===== src/rtl/scan_fsm_pkg.sv =====
// rtl/scan_fsm_pkg.sv - shared scan encodings, address-counter control words and ADC width
package scan_fsm_pkg;

    localparam int ADC_W  = 12;
    localparam int CTRL_W = 5;

    // Address-counter control: bit4 synchronous clear, bit0 increment
    localparam logic [CTRL_W-1:0] CTRL_CLR  = 5'b10000;
    localparam logic [CTRL_W-1:0] CTRL_INC  = 5'b00001;
    localparam logic [CTRL_W-1:0] CTRL_HOLD = 5'b00000;

    typedef enum logic [3:0] {
        S_IDLE      = 4'd0,
        S_ROW_SHIFT = 4'd1,
        S_ROW_RST   = 4'd2,
        S_COL_SHIFT = 4'd3,
        S_SETTLE    = 4'd4,
        S_CONVERT   = 4'd5,
        S_WRITE     = 4'd6,
        S_NEXT_ROW  = 4'd7,
        S_DONE      = 4'd8
    } scan_state_e;

endpackage


===== src/rtl/scan_delay_cnt.sv =====
// rtl/scan_delay_cnt.sv - loadable down-counter with done flag for row-reset and settle waits
module scan_delay_cnt #(
    parameter int W = 3
) (
    input  logic         clk,
    input  logic         rst,
    input  logic         i_load,
    input  logic [W-1:0] i_load_val,
    output logic         o_done
);

    logic [W-1:0] cnt_q;
    logic [W-1:0] cnt_d;

    always_comb begin
        cnt_d = cnt_q;
        if (i_load) begin
            cnt_d = i_load_val;
        end else if (cnt_q != '0) begin
            cnt_d = cnt_q - 1'b1;
        end
    end

    always_ff @(posedge clk or posedge rst) begin
        if (rst) begin
            cnt_q <= '0;
        end else begin
            cnt_q <= cnt_d;
        end
    end

    assign o_done = (cnt_q == '0);

endmodule


===== src/rtl/scan_fsm.sv =====
// rtl/scan_fsm.sv - speckle pixel-matrix scan sequencer feeding the mode arbiter
// Optional column settling wait before each conversion: define SCAN_SETTLE_EN.
module scan_fsm #(
    parameter int ROWS          = 24,
    parameter int COLS          = 24,
    parameter int RST_CYCLES    = 4,
    parameter int SETTLE_CYCLES = 8
) (
    input  logic        clk,
    input  logic        rst,
    input  logic        i_scan_go,
    output logic        o_adc_start,
    input  logic        i_adc_valid,
    input  logic [11:0] i_adc_data,
    output logic [4:0]  o_col_control,
    output logic [4:0]  o_row_control,
    output logic        o_ram_wren,
    output logic [11:0] o_ram_data,
    output logic        o_row_reg_data,
    output logic        o_row_reg_write,
    output logic        o_col_reg_data,
    output logic        o_col_reg_write,
    output logic        o_key_wren,
    output logic        o_row_rst,
    output logic        o_scan_end
);
    import scan_fsm_pkg::*;

    localparam int DLY_MAX = (RST_CYCLES > SETTLE_CYCLES) ? RST_CYCLES : SETTLE_CYCLES;
    localparam int DLY_W   = $clog2(DLY_MAX + 1);
    localparam logic [DLY_W-1:0] RST_LOAD = DLY_W'(RST_CYCLES - 1);
`ifdef SCAN_SETTLE_EN
    localparam logic [DLY_W-1:0] SETTLE_LOAD = DLY_W'(SETTLE_CYCLES - 1);
`endif
    localparam logic [4:0] ROW_LAST = 5'(ROWS - 1);
    localparam logic [4:0] COL_LAST = 5'(COLS - 1);

    scan_state_e state_q, state_d;
    logic [4:0]  row_cnt_q, row_cnt_d;
    logic [4:0]  col_cnt_q, col_cnt_d;
    logic        dly_load, dly_done;
    logic [DLY_W-1:0] dly_val;

    logic             adc_start_q, adc_start_d;
    logic [CTRL_W-1:0] col_ctrl_q, col_ctrl_d;
    logic [CTRL_W-1:0] row_ctrl_q, row_ctrl_d;
    logic             ram_wren_q, ram_wren_d;
    logic [ADC_W-1:0] ram_data_q, ram_data_d;
    logic             row_reg_data_q, row_reg_data_d;
    logic             row_reg_write_q, row_reg_write_d;
    logic             col_reg_data_q, col_reg_data_d;
    logic             col_reg_write_q, col_reg_write_d;
    logic             row_rst_q, row_rst_d;
    logic             scan_end_q, scan_end_d;

    scan_delay_cnt #(.W(DLY_W)) u_dly (
        .clk        (clk),
        .rst        (rst),
        .i_load     (dly_load),
        .i_load_val (dly_val),
        .o_done     (dly_done)
    );

    always_ff @(posedge clk or posedge rst) begin
        if (rst) begin
            state_q         <= S_IDLE;
            row_cnt_q       <= '0;
            col_cnt_q       <= '0;
            adc_start_q     <= 1'b0;
            col_ctrl_q      <= CTRL_CLR;
            row_ctrl_q      <= CTRL_CLR;
            ram_wren_q      <= 1'b0;
            ram_data_q      <= '0;
            row_reg_data_q  <= 1'b0;
            row_reg_write_q <= 1'b0;
            col_reg_data_q  <= 1'b0;
            col_reg_write_q <= 1'b0;
            row_rst_q       <= 1'b0;
            scan_end_q      <= 1'b0;
        end else begin
            state_q         <= state_d;
            row_cnt_q       <= row_cnt_d;
            col_cnt_q       <= col_cnt_d;
            adc_start_q     <= adc_start_d;
            col_ctrl_q      <= col_ctrl_d;
            row_ctrl_q      <= row_ctrl_d;
            ram_wren_q      <= ram_wren_d;
            ram_data_q      <= ram_data_d;
            row_reg_data_q  <= row_reg_data_d;
            row_reg_write_q <= row_reg_write_d;
            col_reg_data_q  <= col_reg_data_d;
            col_reg_write_q <= col_reg_write_d;
            row_rst_q       <= row_rst_d;
            scan_end_q      <= scan_end_d;
        end
    end

    always_comb begin
        state_d   = state_q;
        row_cnt_d = row_cnt_q;
        col_cnt_d = col_cnt_q;
        dly_load  = 1'b0;
        dly_val   = RST_LOAD;
        case (state_q)
            S_IDLE:      if (i_scan_go) state_d = S_ROW_SHIFT;
            S_ROW_SHIFT: begin
                state_d  = S_ROW_RST;
                dly_load = 1'b1;
            end
            S_ROW_RST:   if (dly_done) state_d = S_COL_SHIFT;
`ifdef SCAN_SETTLE_EN
            S_COL_SHIFT: begin
                state_d  = S_SETTLE;
                dly_load = 1'b1;
                dly_val  = SETTLE_LOAD;
            end
            S_SETTLE:    if (dly_done) state_d = S_CONVERT;
`else
            S_COL_SHIFT: state_d = S_CONVERT;
`endif
            S_CONVERT:   if (i_adc_valid) state_d = S_WRITE;
            S_WRITE: begin
                if (col_cnt_q == COL_LAST) begin
                    col_cnt_d = '0;
                    state_d   = S_NEXT_ROW;
                end else begin
                    col_cnt_d = col_cnt_q + 5'd1;
                    state_d   = S_COL_SHIFT;
                end
            end
            S_NEXT_ROW: begin
                if (row_cnt_q == ROW_LAST) begin
                    state_d = S_DONE;
                end else begin
                    row_cnt_d = row_cnt_q + 5'd1;
                    state_d   = S_ROW_SHIFT;
                end
            end
            S_DONE:      if (!i_scan_go) state_d = S_IDLE;
            default:     state_d = S_IDLE;
        endcase
        // Losing go mid-scan abandons the scan, including any conversion in flight
        if (!i_scan_go && state_q != S_IDLE && state_q != S_DONE) begin
            state_d = S_IDLE;
        end
        if (state_d == S_IDLE) begin
            row_cnt_d = '0;
            col_cnt_d = '0;
        end
    end

    // Outputs are decoded from the next state so the registered copies line up with state_q
    always_comb begin
        adc_start_d     = 1'b0;
        col_ctrl_d      = CTRL_HOLD;
        row_ctrl_d      = CTRL_HOLD;
        ram_wren_d      = 1'b0;
        ram_data_d      = '0;
        row_reg_data_d  = 1'b0;
        row_reg_write_d = 1'b0;
        col_reg_data_d  = 1'b0;
        col_reg_write_d = 1'b0;
        row_rst_d       = 1'b0;
        scan_end_d      = 1'b0;
        case (state_d)
            S_IDLE: begin
                col_ctrl_d = CTRL_CLR;
                row_ctrl_d = CTRL_CLR;
            end
            S_ROW_SHIFT: begin
                row_reg_write_d = 1'b1;
                row_reg_data_d  = (row_cnt_d == '0);
            end
            S_ROW_RST:   row_rst_d = 1'b1;
            S_COL_SHIFT: begin
                col_reg_write_d = 1'b1;
                col_reg_data_d  = (col_cnt_d == '0);
            end
            S_CONVERT:   adc_start_d = (state_q != S_CONVERT);
            S_WRITE: begin
                ram_wren_d = 1'b1;
                ram_data_d = i_adc_data;
                col_ctrl_d = CTRL_INC;
            end
            S_NEXT_ROW: begin
                col_ctrl_d = CTRL_CLR;
                if (row_cnt_d != ROW_LAST) row_ctrl_d = CTRL_INC;
            end
            S_DONE:      scan_end_d = (state_q != S_DONE);
            default: ;
        endcase
    end

    assign o_adc_start     = adc_start_q;
    assign o_col_control   = col_ctrl_q;
    assign o_row_control   = row_ctrl_q;
    assign o_ram_wren      = ram_wren_q;
    assign o_ram_data      = ram_data_q;
    assign o_row_reg_data  = row_reg_data_q;
    assign o_row_reg_write = row_reg_write_q;
    assign o_col_reg_data  = col_reg_data_q;
    assign o_col_reg_write = col_reg_write_q;
    assign o_key_wren      = 1'b0;
    assign o_row_rst       = row_rst_q;
    assign o_scan_end      = scan_end_q;

endmodule


===== config.mk =====
export PLATFORM = sky130hd
export DESIGN_NAME = scan_fsm
export DESIGN_NICKNAME = d
export VERILOG_FILES = /design/src/rtl/scan_fsm_pkg.sv /design/src/rtl/scan_delay_cnt.sv /design/src/rtl/scan_fsm.sv
export SDC_FILE = /design/constraint.sdc
export NUM_CORES = 1
export LEC_CHECK = 0
export CELL_PAD_IN_SITES_DETAIL_PLACEMENT = 1
export CELL_PAD_IN_SITES_GLOBAL_PLACEMENT = 2
export CORE_AREA = 8 8 78 108
export CTS_CLUSTER_SIZE = 14
export DETAILED_ROUTE_END_ITERATION = 12
export DIE_AREA = 0 0 86 116
export GPL_TIMING_DRIVEN = 0
export PLACE_DENSITY = 0.84
export SYNTH_ARGS = -nofsm -noshare
export SYNTH_HDL_FRONTEND = slang
export SYNTH_HIERARCHICAL = 1
export SYNTH_SLANG_ARGS = --single-unit

===== constraint.sdc =====
create_clock -name clk -period 2.94 [get_ports clk]
set_input_delay 0.441 -clock clk [delete_from_list [all_inputs] [get_ports clk]]
set_output_delay 0.441 -clock clk [all_outputs]
set_load 0.005 [all_outputs]

* Word-level counts from Yosys, hierarchy flattened *
Cells that the tools add are included.

storage, ports and cells
  flip-flop bits (word level) = 48
  latch bits = 0
  memory bits (writable) = 0
  memory bits (read-only) = 0
  output and inout bits = 31
  memories kept = 0

cells by class
  $add $sub $neg = 3
  $mul = 0
  divide/modulo/power cells = 0
  order comparisons = 0
  eq/ne operators = 19
  shift-type cells = 0
  multiplexer cells = 29
  bitwise gates (word level) = 0
  reductions and logical operators = 12

operators with widths
  kind                                                                 number
  4-bit two-way mux                                                    8
  4-bit case mux with 8 select lines                                   1
  5-bit two-way mux                                                    6
  4-bit by 3-bit == test with 1-bit output (second input constant)     6
  5-bit case mux with 2 select lines                                   2
  4-bit by 2-bit == test with 1-bit output (second input constant)     4
  4-bit logical NOT                                                    3
  12-bit two-way mux                                                   1
  5-bit by 1-bit adder with 5-bit output (second input constant)       2
  5-bit == test (second input constant)                                2
  5-bit logical NOT                                                    2
  1-bit two-way mux                                                    10
  4-bit by 1-bit == test with 1-bit output (second input constant)     2
  4-bit == test (second input constant)                                2
  4-bit nonzero test                                                   2
  5-bit != test (second input constant)                                1
  4-bit by 3-bit != test with 1-bit output (second input constant)     1
  4-bit != test (second input constant)                                1
  4-bit by 1-bit subtractor with 4-bit output (second input constant)  1
  3-bit two-way mux                                                    1
  1-bit logical AND                                                    2
  2-bit nonzero test                                                   1
  2-bit OR reduction                                                   1
  1-bit logical NOT                                                    1

* Logic depth before layout (Yosys ltp) *
Gate-level depths: netlist of run 1.

  depth after elaboration = 9
  gate-level depth with buffers = 9

* Hierarchy *
The synthesis of run 1 kept the hierarchy.

modules (own cells, without submodules)
  module          times used  cells an instance  area an instance (um^2)  seq. area each (um^2)
  scan_fsm        1           170                1805.5                   953.4
  scan_delay_cnt  1           23                 236.5                    100.1

* Least setup slack after synthesis of run 1 *
No wires, ideal clock.

  path kind = flip-flop to flip-flop
  start point = register state_q[3]
  end point = register row_ctrl_q[0], in the netlist o_row_control[0]
  setup time = 0.120 ns
  data arrival time = 1.917 ns
  required time = 2.820 ns
  slack = 0.903 ns
  cell stages (with the launch flop) = 8
  buffers on the path = 2
  clock period less this slack = 2.037 ns
  path through = dfrtp_1 -> buf_6 -> and4b_1 -> buf_6 -> nand4_4 -> mux2_4 -> or4_1 -> and4_1

between the ends
  cells in the longest elaborated chain, start to end = 9

RTL lines
  what                                                                        RTL line         text
  start: declaration                                                          scan_fsm.sv:38   scan_state_e state_q, state_d;
  start signal: assignment                                                    scan_fsm.sv:81   state_q <= state_d;
  branches (longest 8 deep; another with 4-bit case mux with 8 select lines)  -
  5-bit case mux with 2 select lines *                                        scan_fsm.sv:165  case (state_d)
  via row_ctrl_d[0]                                                           scan_fsm.sv:46   logic [CTRL_W-1:0] row_ctrl_q, row_ctrl_d;
  end signal: assignment                                                      scan_fsm.sv:86   row_ctrl_q <= row_ctrl_d;
  end: declaration                                                            scan_fsm.sv:46

Mark *: on every way through the listed nets, which the timed path passes.
A chain may end at the register's enable or synchronous reset.

* Worst setup path after layout of run 1 *
  start point = register col_cnt_q[0]
  end point = register row_cnt_q[4]

between the ends
  cells in the longest elaborated chain, start to end = 6

RTL lines
  what                                RTL line         text
  start: declaration                  scan_fsm.sv:40   logic [4:0] col_cnt_q, col_cnt_d;
  start signal: assignment            scan_fsm.sv:83   col_cnt_q <= col_cnt_d;
  5-bit == test                       scan_fsm.sv:123  if (col_cnt_q == COL_LAST) begin
  3-bit two-way mux                   scan_fsm.sv:123
  4-bit case mux with 8 select lines  scan_fsm.sv:104  case (state_q)
  4-bit two-way mux                   scan_fsm.sv:143  if (!i_scan_go && state_q != S_IDLE && state_q != S_DONE) begin
  4-bit logical NOT                   scan_fsm.sv:146  if (state_d == S_IDLE) begin
  5-bit two-way mux                   scan_fsm.sv:146
  via row_cnt_d[4]                    scan_fsm.sv:39   logic [4:0] row_cnt_q, row_cnt_d;
  end signal: assignment              scan_fsm.sv:82   row_cnt_q <= row_cnt_d;
  end: declaration                    scan_fsm.sv:39

The timed path passes the listed nets, and every way through them passes these cells.

==> results by group, run 1 <==
Status
  • Outcome: completed

Cells and area
  • ANT cells: 0
  • Layout area overhead: 31.19%
  • Final core utilization: 39.39%
  • Final nets: 267
  • Layout cells sized above 1: 13.25%
  • Final Non-Filler Cells: 344

Drt
  • ANT nets after route: 0
  • Top sig layer: met4
  • Initial drt markers: 94
  • Avg WL per Cell: 14.59 µm
  • Metal1 wirelength: 2025 µm
  • Detail Route met3 WL: 163 µm
  • Detailed-route DRC error count: 0
  • Mean number of vias per cell: 4.567
  • Vias: 1,571
  • DR WL met2: 2717 µm
  • Drt total wl: 5019 µm
  • First-pass detailed-route iteration total: 4

Yosys
  • Seq/Total Area, Yosys: 51.59%
  • Post-Synthesis Cell Area: 2042 µm²
  • Distinct cells, synth: 49
  • Synth area leader: dfrtp_1
  • Most frequent cells after synthesis: dfrtp_1, nor2_1, and2_1, nand2_1
  • Synth warnings: 6
  • Async S/R FF share, synth: 100.0%
  • Post-Syn Area per Cell: 10.58 µm²
  • EDFF count, synth: 0
  • Flops & latches, synth: 42
  • Synth area leaders: dfrtp_1, and2_1, nor2_1
  • Cell count after synthesis: 193
  • Primary FF master, synth: dfrtp_1
  • Synth top area share: 49.02%
  • Most frequent cell after synthesis: dfrtp_1

Placed design
  • Placer Congestion: 0.8029
  • Cell count after placement: 336
  • DP HPWL: 3882 µm
  • # port buffers: 39

Timing
  • Actual slew at the worst max-slew pin: 0.7773 ns
  • RSZ-0062 raised after global routing: false
  • Min Hold Slack: 0.3679 ns
  • Slew margin rel.: 48.11%
  • Fin crit period: 2.508 ns
  • Total negative slack: 0 ns
  • Achievable Freq: 398.7 MHz
  • Hold Fails Final Rpt: 0
  • Final period utilization: 85.31%
  • Max Slew Vio Count: 0
  • Clk_skew: 0.006736 ns
  • Endpoints failing setup: 0

Flow run
  • Max cap viols: 0

Critical path
  • WP buf/inv: 1
  • Flop-to-flop setup slack: 0.43 ns
  • Worst Setup End Kind: register
  • Crit path max-delay family: simple AND/OR/NAND/NOR gates
  • Slowest stage delay, CP: 0.47 ns
  • Slowest CP cell: dfrtp_1
  • FF-to-FF End: row_cnt_q[4]
  • Stages on worst setup path: 7
  • Worst reg2reg path depth: 7
  • FF-to-FF Start: col_cnt_q[0]
  • CP max FO: 10
  • CP required: 3.13 ns
  • WP data arrival: 2.70 ns
  • CP startpoint kind: register
  • Crit path cell chain: ha_1 -> and4b_1 -> a32oi_1 -> o22ai_1 -> nor3_1 -> buf_2 -> nor2_1
  • Critical path type: register to register

Clocking
  • Clk pin slew, worst setup/hold paths: 0.09 ns
  • Clock H-tree levels: 2
  • Resize count post-CTS: 0
  • CTS Buf Count: 5
  • Clk_lat worst skew: 0.31 ns
  • Number of buffers added for setup after CTS: 0
  • TritonCTS clock tree: built
  • Cts hold-fix bufs: 0
  • Clock Tree Buf Depth: 2
  • CTS sink count: 42
  • Clk root buf: clkbuf_8

Power and ir drop
  • Power per cell area: 608.2 nW/µm²
  • Final total power: 1629 µW
  • Leakage: 0.001216 µW
  • Worst IR Drop VDD: 0.2162 mV

Global route
  • Initial antenna violation count: 0
  • GRT Overall Usage: 10.38%
  • First-pass GRT wire length: 8114 µm
  • Vias in the first global route: 1,682
  • Global route overflow: 0
  • Largest net degree at the start of global routing: 39

Floorplanning
  • Die outline height: 116 µm
  • Die Footprint: 9976 µm²
  • Row cnt: 36
  • Core area: 6802 µm²
  • Initial Utilization: 30.02%
  • Die width: 86 µm
  • Top Ports: 47

Worst hold path
  • HP Class: input pin to asynchronous set/reset pin
-- area by class of cell --
cell class | count | area (µm²)
Clock inverter | 3 | 25.02
Timing Repair Buffer | 39 | 390.4
Fill cell | 787 | 4123
Multi-Input combinational cell | 137 | 887.1
Sequential cell | 42 | 1054
Tap cell | 95 | 118.9
Inverter | 7 | 26.28
Buffer | 16 | 108.9
Clock buffer | 5 | 68.82
-- metal layers --
metal	vias to the layer above	GRT usage (%)
met2	30	18.91
met3	9	2.271
met5	-	0
li1	763	-
met1	769	10.75
met4	0	5.634
-- cells in the final DEF (no fill, tap or decap), types with 3 or more instances in the layout --
cell	n
dfrtp_1	40
clkdlybuf4s50_1	39
nor2_1	17
and2_1	12
nand2_1	11
conb_1	11
buf_4	8
a21oi_1	8
nor3_1	7
inv_1	6
nor3b_1	6
o21ai_0	5
clkbuf_8	5
clkbuf_1	3
and4b_1	3
nor2b_1	3
xor2_1	3
buf_2	3
nand4b_1	3
nand3_1	3
o22ai_1	3
mux2_2	3
ha_1	3
-- state kept, by name, summed over array words and instances (netlist names) --
register	count
col_cnt_q	5
o_adc_start	1
o_col_control	2
o_col_reg_data	1
o_col_reg_write	1
o_ram_data	12
o_ram_wren	1
o_row_control	2
o_row_reg_data	1
o_row_reg_write	1
o_row_rst	1
o_scan_end	1
row_cnt_q	5
state_q	4
u_dly/cnt_q	4
-- power breakdown --
| group | switching, µW | leakage, µW | internal (µW) |
|---|---|---|---|
| registers | 42.2 | 0.000568 | 664 |
| clock network | 229 | 0.0000447 | 172 |
| logic | 273 | 0.000604 | 250 |
-- cell families after synthesis --
logic type | after synthesis | synth area share (%)
and+or+nand+nor | 86 | 25.98
DFF | 42 | 51.59
AOI/OAI and AO/OA | 26 | 8.089
buffers and inverters | 23 | 6.618
muxes | 6 | 3.370
xor gates and xnor gates | 5 | 2.145
adders and majority gates | 3 | 1.838
other | 2 | 0.3678
-- stage by stage --
step | worst slack [ns] | area, µm²
finish | 0.4319 | 2679
global route | 0.2710 | 2679
CTS | 0.4109 | 2679
detailed placement | 0.3869 | 2585
global placement | 0.4518 | 2585
floorplan | 0.9030 | 2076
-- how the worst max path moves through the flow --
stage | start | slack (ns) | to
2_1_floorplan | state_q[3] | 0.90 | o_row_control[0]
3_3_place_gp | i_adc_valid | 0.45 | o_ram_data[6]
3_5_place_dp | i_scan_go | 0.39 | o_ram_data[3]
4_1_cts | u_dly/cnt_q[0] | 0.41 | o_ram_data[3]
5_1_grt | u_dly/cnt_q[0] | 0.27 | o_ram_data[0]
6_report | col_cnt_q[0] | 0.43 | row_cnt_q[4]
Power figures use the tool's default switching activity.
==> run 2: changes to the inputs <==
--- a/config.mk
+++ b/config.mk
@@ -5,15 +5,15 @@
 export SDC_FILE = /design/constraint.sdc
 export NUM_CORES = 1
 export LEC_CHECK = 0
+export CAP_MARGIN = 15
 export CELL_PAD_IN_SITES_DETAIL_PLACEMENT = 1
 export CELL_PAD_IN_SITES_GLOBAL_PLACEMENT = 2
-export CORE_AREA = 8 8 78 108
+export CORE_AREA = 8 8 78 107
 export CTS_CLUSTER_SIZE = 14
 export DETAILED_ROUTE_END_ITERATION = 12
-export DIE_AREA = 0 0 86 116
+export DIE_AREA = 0 0 86 115
 export GPL_TIMING_DRIVEN = 0
 export PLACE_DENSITY = 0.84
 export SYNTH_ARGS = -nofsm -noshare
 export SYNTH_HDL_FRONTEND = slang
-export SYNTH_HIERARCHICAL = 1
 export SYNTH_SLANG_ARGS = --single-unit
==> run 2 against run 1 <==
  * Die area fell by 0.86%
  * Cell count fell by 0.87%
  * Critical path depth did not move
  * Sequential share of layout area fell by 0.16 points
  * Non-clock buffer count fell by 2
  * Area after synthesis fell by 0.67%
  * Combinational power rose by 15%
  * Largest power group unchanged
  * Maximum frequency rose by 6.8%
==> results by group, run 2 <==
Critical path
  • FF-to-FF Start: col_cnt_q[0]
  • FF-to-FF End: o_ram_data[4]
  • CP endpoint: o_ram_data[4]
  • Worst reg2reg path depth: 7 (unchanged)
  • CP startpoint kind: register
  • WP data arrival: 2.59 ns (-0.11 ns)
  • CP required: 3.18 ns (+0.05 ns)
  • Stages on worst setup path: 7 (unchanged)
  • CP startpoint: col_cnt_q[0]
  • WP buf/inv: 1 (unchanged)
  • Worst Setup End Kind: register
  • Flop-to-flop setup slack: 0.59 ns (+0.16 ns)
  • Slowest stage delay, CP: 0.48 ns (about the same)
  • CP max FO: 10 (unchanged)
  • Crit path max-delay family: compound AO/OA/AOI/OAI gates
  • Critical path type: register to register
  • Slowest CP cell: dfrtp_1
  • Crit path cell chain: ha_1 -> nand4b_1 -> o211ai_1 -> nand2_1 -> a311oi_2 -> buf_2 -> and2_1

Cells and area
  • Final core utilization: 39.55% (+0.17 points)
  • Layout cells sized above 1: 13.01% (-0.24 points)
  • Most common cell after layout, fill and taps aside: dfrtp_1
  • Fillers: 781 (-0.76%)
  • Largest register FFs: 12 (unchanged)
  • ANT cells: 0 (unchanged)
  • Layout area overhead: 32.63%
  • Most frequent cells in the layout: dfrtp_1, clkdlybuf4s50_1, nor2_1
  • Final nets: 264 (-1.1%)
  • Fin area: 2690 µm² (+0.42%)

Clocking
  • TritonCTS clock tree: built
  • Clock Tree Buf Depth: 2 (unchanged)
  • Number of buffers added for setup after CTS: 0 (unchanged)
  • CTS Buf Count: 5 (unchanged)
  • Clock H-tree levels: 2 (unchanged)
  • Clk root buf: clkbuf_8
  • Resize count post-CTS: 0 (unchanged)
  • CTS sink count: 42 (unchanged)
  • Clk_lat worst skew: 0.30 ns (about the same)
  • Cts hold-fix bufs: 0 (unchanged)
  • Clk pin slew, worst setup/hold paths: 0.09 ns (about the same)

Yosys
  • Seq/Total Area, Yosys: 51.94% (+0.35 points)
  • Most frequent cells after synthesis: dfrtp_1, nor2_1, and2_1, nand2_1, a21oi_1
  • Post-Syn Area per Cell: 10.56 µm² (-0.16%)
  • Distinct cells, synth: 52 (+6.1%)
  • Primary FF master, synth: dfrtp_1
  • Async S/R FF share, synth: 100.0% (unchanged)
  • Post-Synthesis Cell Area: 2028 µm² (-0.67%)
  • Synth warnings: 0 (-6)
  • Flops & latches, synth: 42 (unchanged)
  • Most frequent cell after synthesis: dfrtp_1
  • Synth top area share: 49.35% (+0.33 points)
  • EDFF count, synth: 0 (unchanged)
  • Synth area leader: dfrtp_1
  • Cell count after synthesis: 192 (-0.52%)
  • Synth area leaders: dfrtp_1, and2_1, buf_4

Drt
  • ANT nets after route: 0 (unchanged)
  • Initial drt markers: 45 (-52%)
  • Vias: 1,595 (+1.5%)
  • Drt total wl: 4957 µm (-1.2%)
  • Avg WL per Cell: 14.54 µm (-0.37%)
  • First-pass detailed-route iteration total: 4 (unchanged)
  • Detailed-route DRC error count: 0 (unchanged)
  • Mean number of vias per cell: 4.677 (+2.4%)

Floorplanning
  • Die outline height: 115 µm (-0.86%)
  • Initial Utilization: 29.82% (-0.20 points)
  • Top Ports: 47 (unchanged)
  • Core area: 6802 µm² (unchanged)
  • Die width: 86 µm (unchanged)
  • Row cnt: 36 (unchanged)
  • Die Footprint: 9890 µm² (-0.86%)

Placed design
  • DP HPWL: 3763 µm (-3.1%)
  • Placer Congestion: 0.7774 (-3.2%)
  • # port buffers: 39 (unchanged)
  • DP Area: 2580 µm² (-0.19%)

Global route
  • Largest net degree at the start of global routing: 42 (+7.7%)
  • Vias in the first global route: 1,760 (+4.6%)
  • First-pass GRT wire length: 8445 µm (+4.1%)
  • Initial antenna violation count: 0 (unchanged)
  • Global route overflow: 0 (unchanged)
  • GRT Overall Usage: 10.95% (+0.57 points)

Timing
  • Endpoints failing setup: 0 (unchanged)
  • Clk_skew: 0.009696 ns (+0.002960 ns)
  • Min Hold Slack: 0.2962 ns (-0.07172 ns)
  • RSZ-0062 raised after global routing: false
  • Actual slew at the worst max-slew pin: 0.9329 ns (+0.1557 ns)
  • Fin crit period: 2.349 ns (-0.1589 ns)
  • Achievable Freq: 425.7 MHz (+6.8%)
  • Hold Fails Final Rpt: 0 (unchanged)
  • Final period utilization: 79.91% (-5.4 points)
  • Total negative slack: 0 ns (unchanged)
  • Max Slew Vio Count: 0 (unchanged)
  • Slew margin rel.: 36.96% (-11 points)

Power and ir drop
  • Comb pwr share: 33.7% (+1.6 points)
  • Pint: 1212 µW (+12%)
  • Power share of the clock group: 25.7% (+1.1 points)
  • Switching power: 565.8 µW (+3.9%)
  • Net Sw Frac: 31.83% (-1.6 points)
  • Worst IR Drop VDD: 0.2437 mV (+13%)
  • Flop pwr share: 40.6% (-2.7 points)
  • Power per cell area: 660.8 nW/µm² (+8.6%)
  • Final total power: 1778 µW (+9.1%)
  • Leakage: 0.001156 µW (-5.0%)

Worst hold path
  • HP Class: input pin to asynchronous set/reset pin

Flow run
  • Max cap viols: 0 (unchanged)

Status
  • Outcome: completed
[run 2: worst register-to-register path: cells and delay by family (launching register included)]
family,cells,cell delay [ns]
compound gates,2,0.69
simple gates,3,0.61
flops,1,0.48
fa+ha+maj,1,0.26
buf+inv,1,0.26
[run 2: kinds of logic (layout without fill, tap and decap cells)]
kind of cell / count (synthesis) / after routing / synth area share [%]
simple gates: 80 / 80 / 24.06
flops: 42 / 42 / 51.94
compound gates: 38 / 38 / 13.70
buf+inv: 23 / 71 / 6.046
xor+xnor: 4 / 4 / 1.728
fa+ha+maj: 3 / 3 / 1.851
other cells: 1 / 7 / 0.1849
mux: 1 / 1 / 0.4935
[run 2: layout make-up]
type / count / area [µm²] / share of cell area (%)
Timing Repair Buffer: 40 / 410.4 / 15.26
Buffer: 13 / 85.08 / 3.163
Multi-Input combinational cell: 133 / 874.6 / 32.51
Sequential cell: 42 / 1054 / 39.16
Tap cell: 95 / 118.9 / 4.419
Clock buffer: 6 / 72.57 / 2.698
Clock inverter: 2 / 37.54 / 1.395
Inverter: 10 / 37.54 / 1.395
[run 2: through the flow]
step,std cells,setup slack [ns]
final,341,0.5908
after global routing,341,0.3325
after CTS,341,0.5173
after detailed placement,333,0.5045
after global placement,332,0.4767
after floorplan,198,1.020
[run 2: worst min path at each step]
stage                         from        endpoint  slack (ns)  depth (start not counted)
global placement    u_dly.cnt_q[1]  u_dly.cnt_q[1]        0.49                          1
global route                   rst  o_ram_data[11]        0.29                          2
finish                         rst  o_ram_data[11]        0.30                          2
CTS                            rst  o_ram_data[11]        0.29                          2
detailed placement  u_dly.cnt_q[1]  u_dly.cnt_q[1]        0.53                          1
floorplan           u_dly.cnt_q[1]  u_dly.cnt_q[1]        0.48                          1
[run 2: metal layers]
metal,up-vias,global-route usage [%],routed length [µm]
met5,-,0,0
met2,25,20.87,2821
met3,8,2.504,128
li1,767,-,-
met4,0,6.338,130
met1,795,10.33,1877
[run 2: power by group through the flow]
stage | clock network, µW | logic, µW | registers (µW)
after floorplan | 0 | 398 | 729
after global placement | 0 | 595 | 734
after detailed placement | 0 | 612 | 736
after CTS | 476 | 615 | 724
after global routing | 501 | 665 | 737
final | 456 | 600 | 722
==> patch 1, RTL diff (config.mk and constraints of run 2) <==
Re-encode `scan_state_e` (9 states) as one-hot, 9 bits wide.
--- a/src/rtl/scan_fsm_pkg.sv
+++ b/src/rtl/scan_fsm_pkg.sv
@@ -10,14 +10,14 @@
     localparam logic [CTRL_W-1:0] CTRL_HOLD = 5'b00000;
 
-    typedef enum logic [3:0] {
-        S_IDLE      = 4'd0,
-        S_ROW_SHIFT = 4'd1,
-        S_ROW_RST   = 4'd2,
-        S_COL_SHIFT = 4'd3,
-        S_SETTLE    = 4'd4,
-        S_CONVERT   = 4'd5,
-        S_WRITE     = 4'd6,
-        S_NEXT_ROW  = 4'd7,
-        S_DONE      = 4'd8
+    typedef enum logic [8:0] {
+        S_IDLE      = 9'b000000001,
+        S_ROW_SHIFT = 9'b000000010,
+        S_ROW_RST   = 9'b000000100,
+        S_COL_SHIFT = 9'b000001000,
+        S_SETTLE    = 9'b000010000,
+        S_CONVERT   = 9'b000100000,
+        S_WRITE     = 9'b001000000,
+        S_NEXT_ROW  = 9'b010000000,
+        S_DONE      = 9'b100000000
     } scan_state_e;
 
Function: no difference found for any inputs over 10 cycles, from zero or initial values and one cycle with rst high; not proved beyond that.
==> patch 1 against run 2 <==
  * Design area up 11%
  * Count of clock-buffer cells in the layout decreased by 1
  * Non-clock buffer count grew 5
  * Sequential share of layout area up 0.34 points
  * First-iteration DRC count is 60% higher
  * Core utilization is 4.4 points higher
  * Routed wire length increased by 12%
  * Synthesized area grew 13%
  * Setup slack worse by 0.093 ns
  * Sequential cell count increased by 5
  * Critical path type unchanged
  * Largest cell class unchanged
  * Highest routed layer unchanged
Power is not compared: it rests on default switching activity, and its combinational part moved more than twofold at a synthesized area within 25%.
==> patch 1: results (changes against run 2) <==
GRT
  • M1 GR Usage: 12.1% (+1.8 points)
  • GRT Util Overall: 11.7% (+0.70 points)
  • Met3 global-route usage: 2.07% (-0.43 points)
  • Vias in the first global route: 1930 (+9.7%)
  • M2 GR Usage: 22.4% (+1.5 points)
  • Global-route wire length before repair: 9.23 mm (+9.3%)
  • Largest net degree at the start of global routing: 40 (-4.8%)

Cells and area
  • Ant diodes: 0 (unchanged)
  • Buffering overhead: 17.3% (-1.1 points)
  • Footprint of the multi-input gates: 1020 sq um (+17%)
  • Non-Clock Inverter Count: 4 (-6)
  • # fillers: 757 (-3.1%)
  • Fraction of layout cells with a size suffix above 1: 11.4% (-1.7 points)
  • Comb_multi_in: 156 (+17%)
  • Fraction of area in registers: 39.5% (+0.34 points)
  • Largest register FFs: 12 (unchanged)
  • Buffers excl. clock: 58 (+9.4%)
  • Number of nets in the layout: 292 (+11%)
  • Clk cell area share: 4.57% (+0.47 points)

Yosys
  • Post-synthesis compound-gate area fraction: 6.43% (-7.3 points)
  • Sequential cell area fraction in the yosys report: 51.4% (-0.53 points)
  • Mux contribution to synthesized area: 3.98% (+3.5 points)
  • Netlist cell types: 47 (-9.6%)
  • Largest cells by area after synthesis: dfrtp_1, nor3_1, and2_1
  • Synth Warn #: 0 (unchanged)
  • Synth Area in Adders: 3.05% (+1.2 points)
  • Post-Synth XOR/XNOR Area: 3.05% (+1.3 points)
  • Top cells by count, synth: dfrtp_1, nor3_1, and2_1, nor2_1

Setup path
  • Worst Reg-to-Reg Cells: 5 (-2)
  • R2R Setup Slk: 0.50 ns (-0.09 ns)
  • Crit path DAT: 2.68 ns (+0.09 ns)
  • Top delay family on crit path: simple AND/OR/NAND/NOR gates
  • Worst r2r src: state_q[3]
  • Crit path largest cell delay: 0.76 ns (+0.28 ns)
  • Reg2reg end: o_row_control[0]
  • Worst Path Max Fanout: 9 (-1)
  • Worst-path cell with the longest stage delay: nor4_1

CTS
  • Root Buffer: clkbuf_8
  • Clock transition at path regs: 0.09 ns (about the same)
  • CTS sink count: 47 (+12%)
  • # Post-CTS Setup Buffers: 0 (unchanged)
  • CTS resizes: 0 (unchanged)

Drt
  • Routed length per placed instance: 15.1 um (+3.9%)
  • Routed met3 length: 181 um (+41%)
  • Metal-1 WL: 2.19 mm (+17%)
  • DR WL met2: 3.10 mm (+9.9%)
  • DR iter-0 viols: 72 (+60%)
  • Total number of vias: 1805 (+13%)

Timing
  • Clock skew: 0.00568 ns (-0.00402 ns)
  • Tightest Pin Transition: 0.830 ns (-0.103 ns)
  • Hold WS: 0.363 ns (+0.0665 ns)

Placement
  • GP Congestion: 0.779 (+0.14%)
  • HPWL Detailed: 4.17 mm (+11%)

Run
  • Maxcap violations: 0 (unchanged)

Outcome
  • Status: finished, final reports clean
==> patch 1: cell count changes after synthesis, moves of 4 or more <==
cell,change
mux2i_1,+7
a21oi_1,-7
nand4_1,+8
dfrtp_1,+4
and3_1,+4
nor3_1,+15
nor2b_1,+4
inv_1,-6
clkbuf_1,+6
o21ai_0,-6
==> patch 1: per-stage QoR <==
step                setup WS (ns)  utilization (%)  instances  total power, mW  cell area [sq um]
floorplan                   0.754                -        225            0.864               2320
global placement            0.450             41.6        359            0.922               2830
detailed placement          0.571             41.9        360            0.937               2850
CTS                         0.536             43.9        368             1.50               2990
global route                0.234             43.9        368             1.57               2990
finish                      0.497             43.9        368             1.48               2990
==> patch 1: worst register-to-register path, stage by stage (launching register included) <==
cell	delay, ns
dfrtp_1	0.37
clkbuf_1	0.20
nor4_1	0.76
nand3_1	0.41
nor3b_1	0.42
o41a_1	0.22
==> patch 2, RTL diff (settings of run 2) <==
Made on the original files. The parameter `RST_CYCLES` goes from 4 to 2.
--- a/src/rtl/scan_fsm.sv
+++ b/src/rtl/scan_fsm.sv
@@ -4,5 +4,5 @@
     parameter int ROWS          = 24,
     parameter int COLS          = 24,
-    parameter int RST_CYCLES    = 4,
+    parameter int RST_CYCLES    = 2,
     parameter int SETTLE_CYCLES = 8
 ) (
Formal check against the unedited RTL: not equivalent (a bounded check fails within 10 cycles, from zero or initial values and one cycle with rst high).
==> patch 2 against run 2 <==
  * Setup slack got worse by 0.069 ns
  * Synthesized area is 0.25% lower
  * Die area did not move
  * Design area shrank 0.93%
  * Sequential cell count unchanged
  * Sequential share of layout area up 0.37 points
  * First-iteration DRC count rose by 80%
  * Routed wire length increased by 4.4%
  * Critical path type unchanged
  * Power grew 1.9%
==> patch 2: results (changes against run 2) <==
Cells and area
  • Ant diodes: 0 (unchanged)
  • Largest register FFs: 12 (unchanged)
  • Non-Filler Instances: 341 (unchanged)
  • Fraction of layout cells with a size suffix above 1: 11.8% (-1.2 points)
  • Number of nets in the layout: 264 (unchanged)

Power and ir drop
  • Leak: 1.15 nW (-0.88%)
  • Worst vdd ir: 0.271 mV (+11%)

Yosys
  • Top cells by count, synth: dfrtp_1, nor2_1, nand2_1
  • Largest cells by area after synthesis: dfrtp_1, and2_1, nor2_1
  • Netlist cell types: 50 (-3.8%)
  • Sequential cell area fraction in the yosys report: 52.1% (+0.13 points)
  • Avg Cell Area, Syn: 10.5 sq um (-0.76%)
  • Yosys top cell area share: 49.5% (+0.12 points)
  • FFs w/ async S/R, synth: 100% (unchanged)
  • Synth Warn #: 0 (unchanged)

Timing
  • Final setup vio count: 0 (unchanged)
  • Final hold vios: 0 (unchanged)
  • Clock skew: 0.00843 ns (-0.00127 ns)
  • Slew headroom: 36.1% (-0.87 points)

Drt
  • Routed wire length: 5.18 mm (+4.4%)
  • DR pass1 iterations: 4 (unchanged)
  • Post-route DRC: 0 (unchanged)
  • Vias per inst: 4.74 (+1.4%)
  • DR iter-0 viols: 81 (+80%)

CTS
  • CTS resizes: 0 (unchanged)
  • Root Buffer: clkbuf_8
  • Htree depth: 2 (unchanged)
  • Clock latency on the worst-skew pair: 0.30 ns (about the same)
  • # Post-CTS Setup Buffers: 0 (unchanged)
  • CTS max path bufs: 2 (unchanged)
  • Num CTS Buffers: 5 (unchanged)
  • Clock transition at path regs: 0.09 ns (about the same)

GRT
  • GRT Util Overall: 11.0% (+0.086 points)
  • Initial antenna violation count: 0 (unchanged)
  • Global-route wire length before repair: 8.48 mm (+0.41%)
  • Vias in the first global route: 1746 (-0.80%)
  • Largest net degree at the start of global routing: 43 (+2.4%)

Setup path
  • Crit path largest cell delay: 0.48 ns (about the same)
  • Top delay family on crit path: compound AO/OA/AOI/OAI gates
  • Worst-path cell with the longest stage delay: dfrtp_1
  • Crit path DAT: 2.65 ns (+0.06 ns)
  • Worst Path Max Fanout: 10 (unchanged)

Min path
  • Hold WC Path Type: flop to flop

Placement
  • Pre-CTS setup slack: 0.515 ns (+0.0103 ns)
  • Port-buffer cells: 39 (unchanged)
  • GP Congestion: 0.766 (-1.5%)
  • HPWL Detailed: 3.85 mm (+2.3%)
  • Post-Place Cell Area: 2550 sq um (-0.97%)
  • Dpl cells: 333 (unchanged)

Outcome
  • Status: finished, final reports clean

Run
  • Maxcap violations: 0 (unchanged)
-- patch 2: kinds of logic after synthesis --
kind of cell	after synthesis	share of synthesized area (%)
flip-flops	42	52.1
AND/OR/NAND/NOR	82	23.4
XOR/XNOR	4	1.73
AO/OA/AOI/OAI	38	14.1
other	1	0.185
buffers and inverters	22	6.12
adder cells (fa/ha/maj)	3	1.86
multiplexers	1	0.495
-- patch 2: final timing paths --
kind                                     start             end  slack (ns)  cells after the start
worst max-delay path              col_cnt_q[0]   o_ram_data[8]        0.52                      7
worst min-delay path            u_dly.cnt_q[0]  u_dly.cnt_q[0]        0.55                      2
worst max register to register    col_cnt_q[0]   o_ram_data[8]        0.52                      7
worst min register to register  u_dly.cnt_q[0]  u_dly.cnt_q[0]        0.55                      2
max in group asynchronous                  rst    row_cnt_q[2]        1.75                      2
min in group asynchronous                  rst  u_dly.cnt_q[2]        0.64                      2
-- patch 2: per-layer routing --
| metal | share of wire [%] | vias up | global-route usage [%] |
|---|---|---|---|
| li1 | - | 768 | - |
| met1 | 37 | 816 | 11.0 |
| met2 | 56 | 23 | 20.2 |
| met3 | 3.0 | 10 | 2.07 |
| met4 | 3.4 | 0 | 7.28 |
| met5 | 0 | - | 0 |
-- patch 2: where the power goes --
part / leakage (nW) / internal, mW / switching (mW)
Sequential: 0.569 / 0.670 / 0.0483
Clock: 0.0514 / 0.254 / 0.207
Combinational: 0.525 / 0.303 / 0.330
Total: 1.15 / 1.23 / 0.585
-- patch 2: layout make-up --
type,count,area [sq um]
fill,769,4140
buffer,14,93.8
clock buffer,6,72.6
timing repair buffer,39,390
multi-input combinational,135,868
inverter,8,30.0
tap,95,119
clock inverter,2,37.5
sequential,42,1050
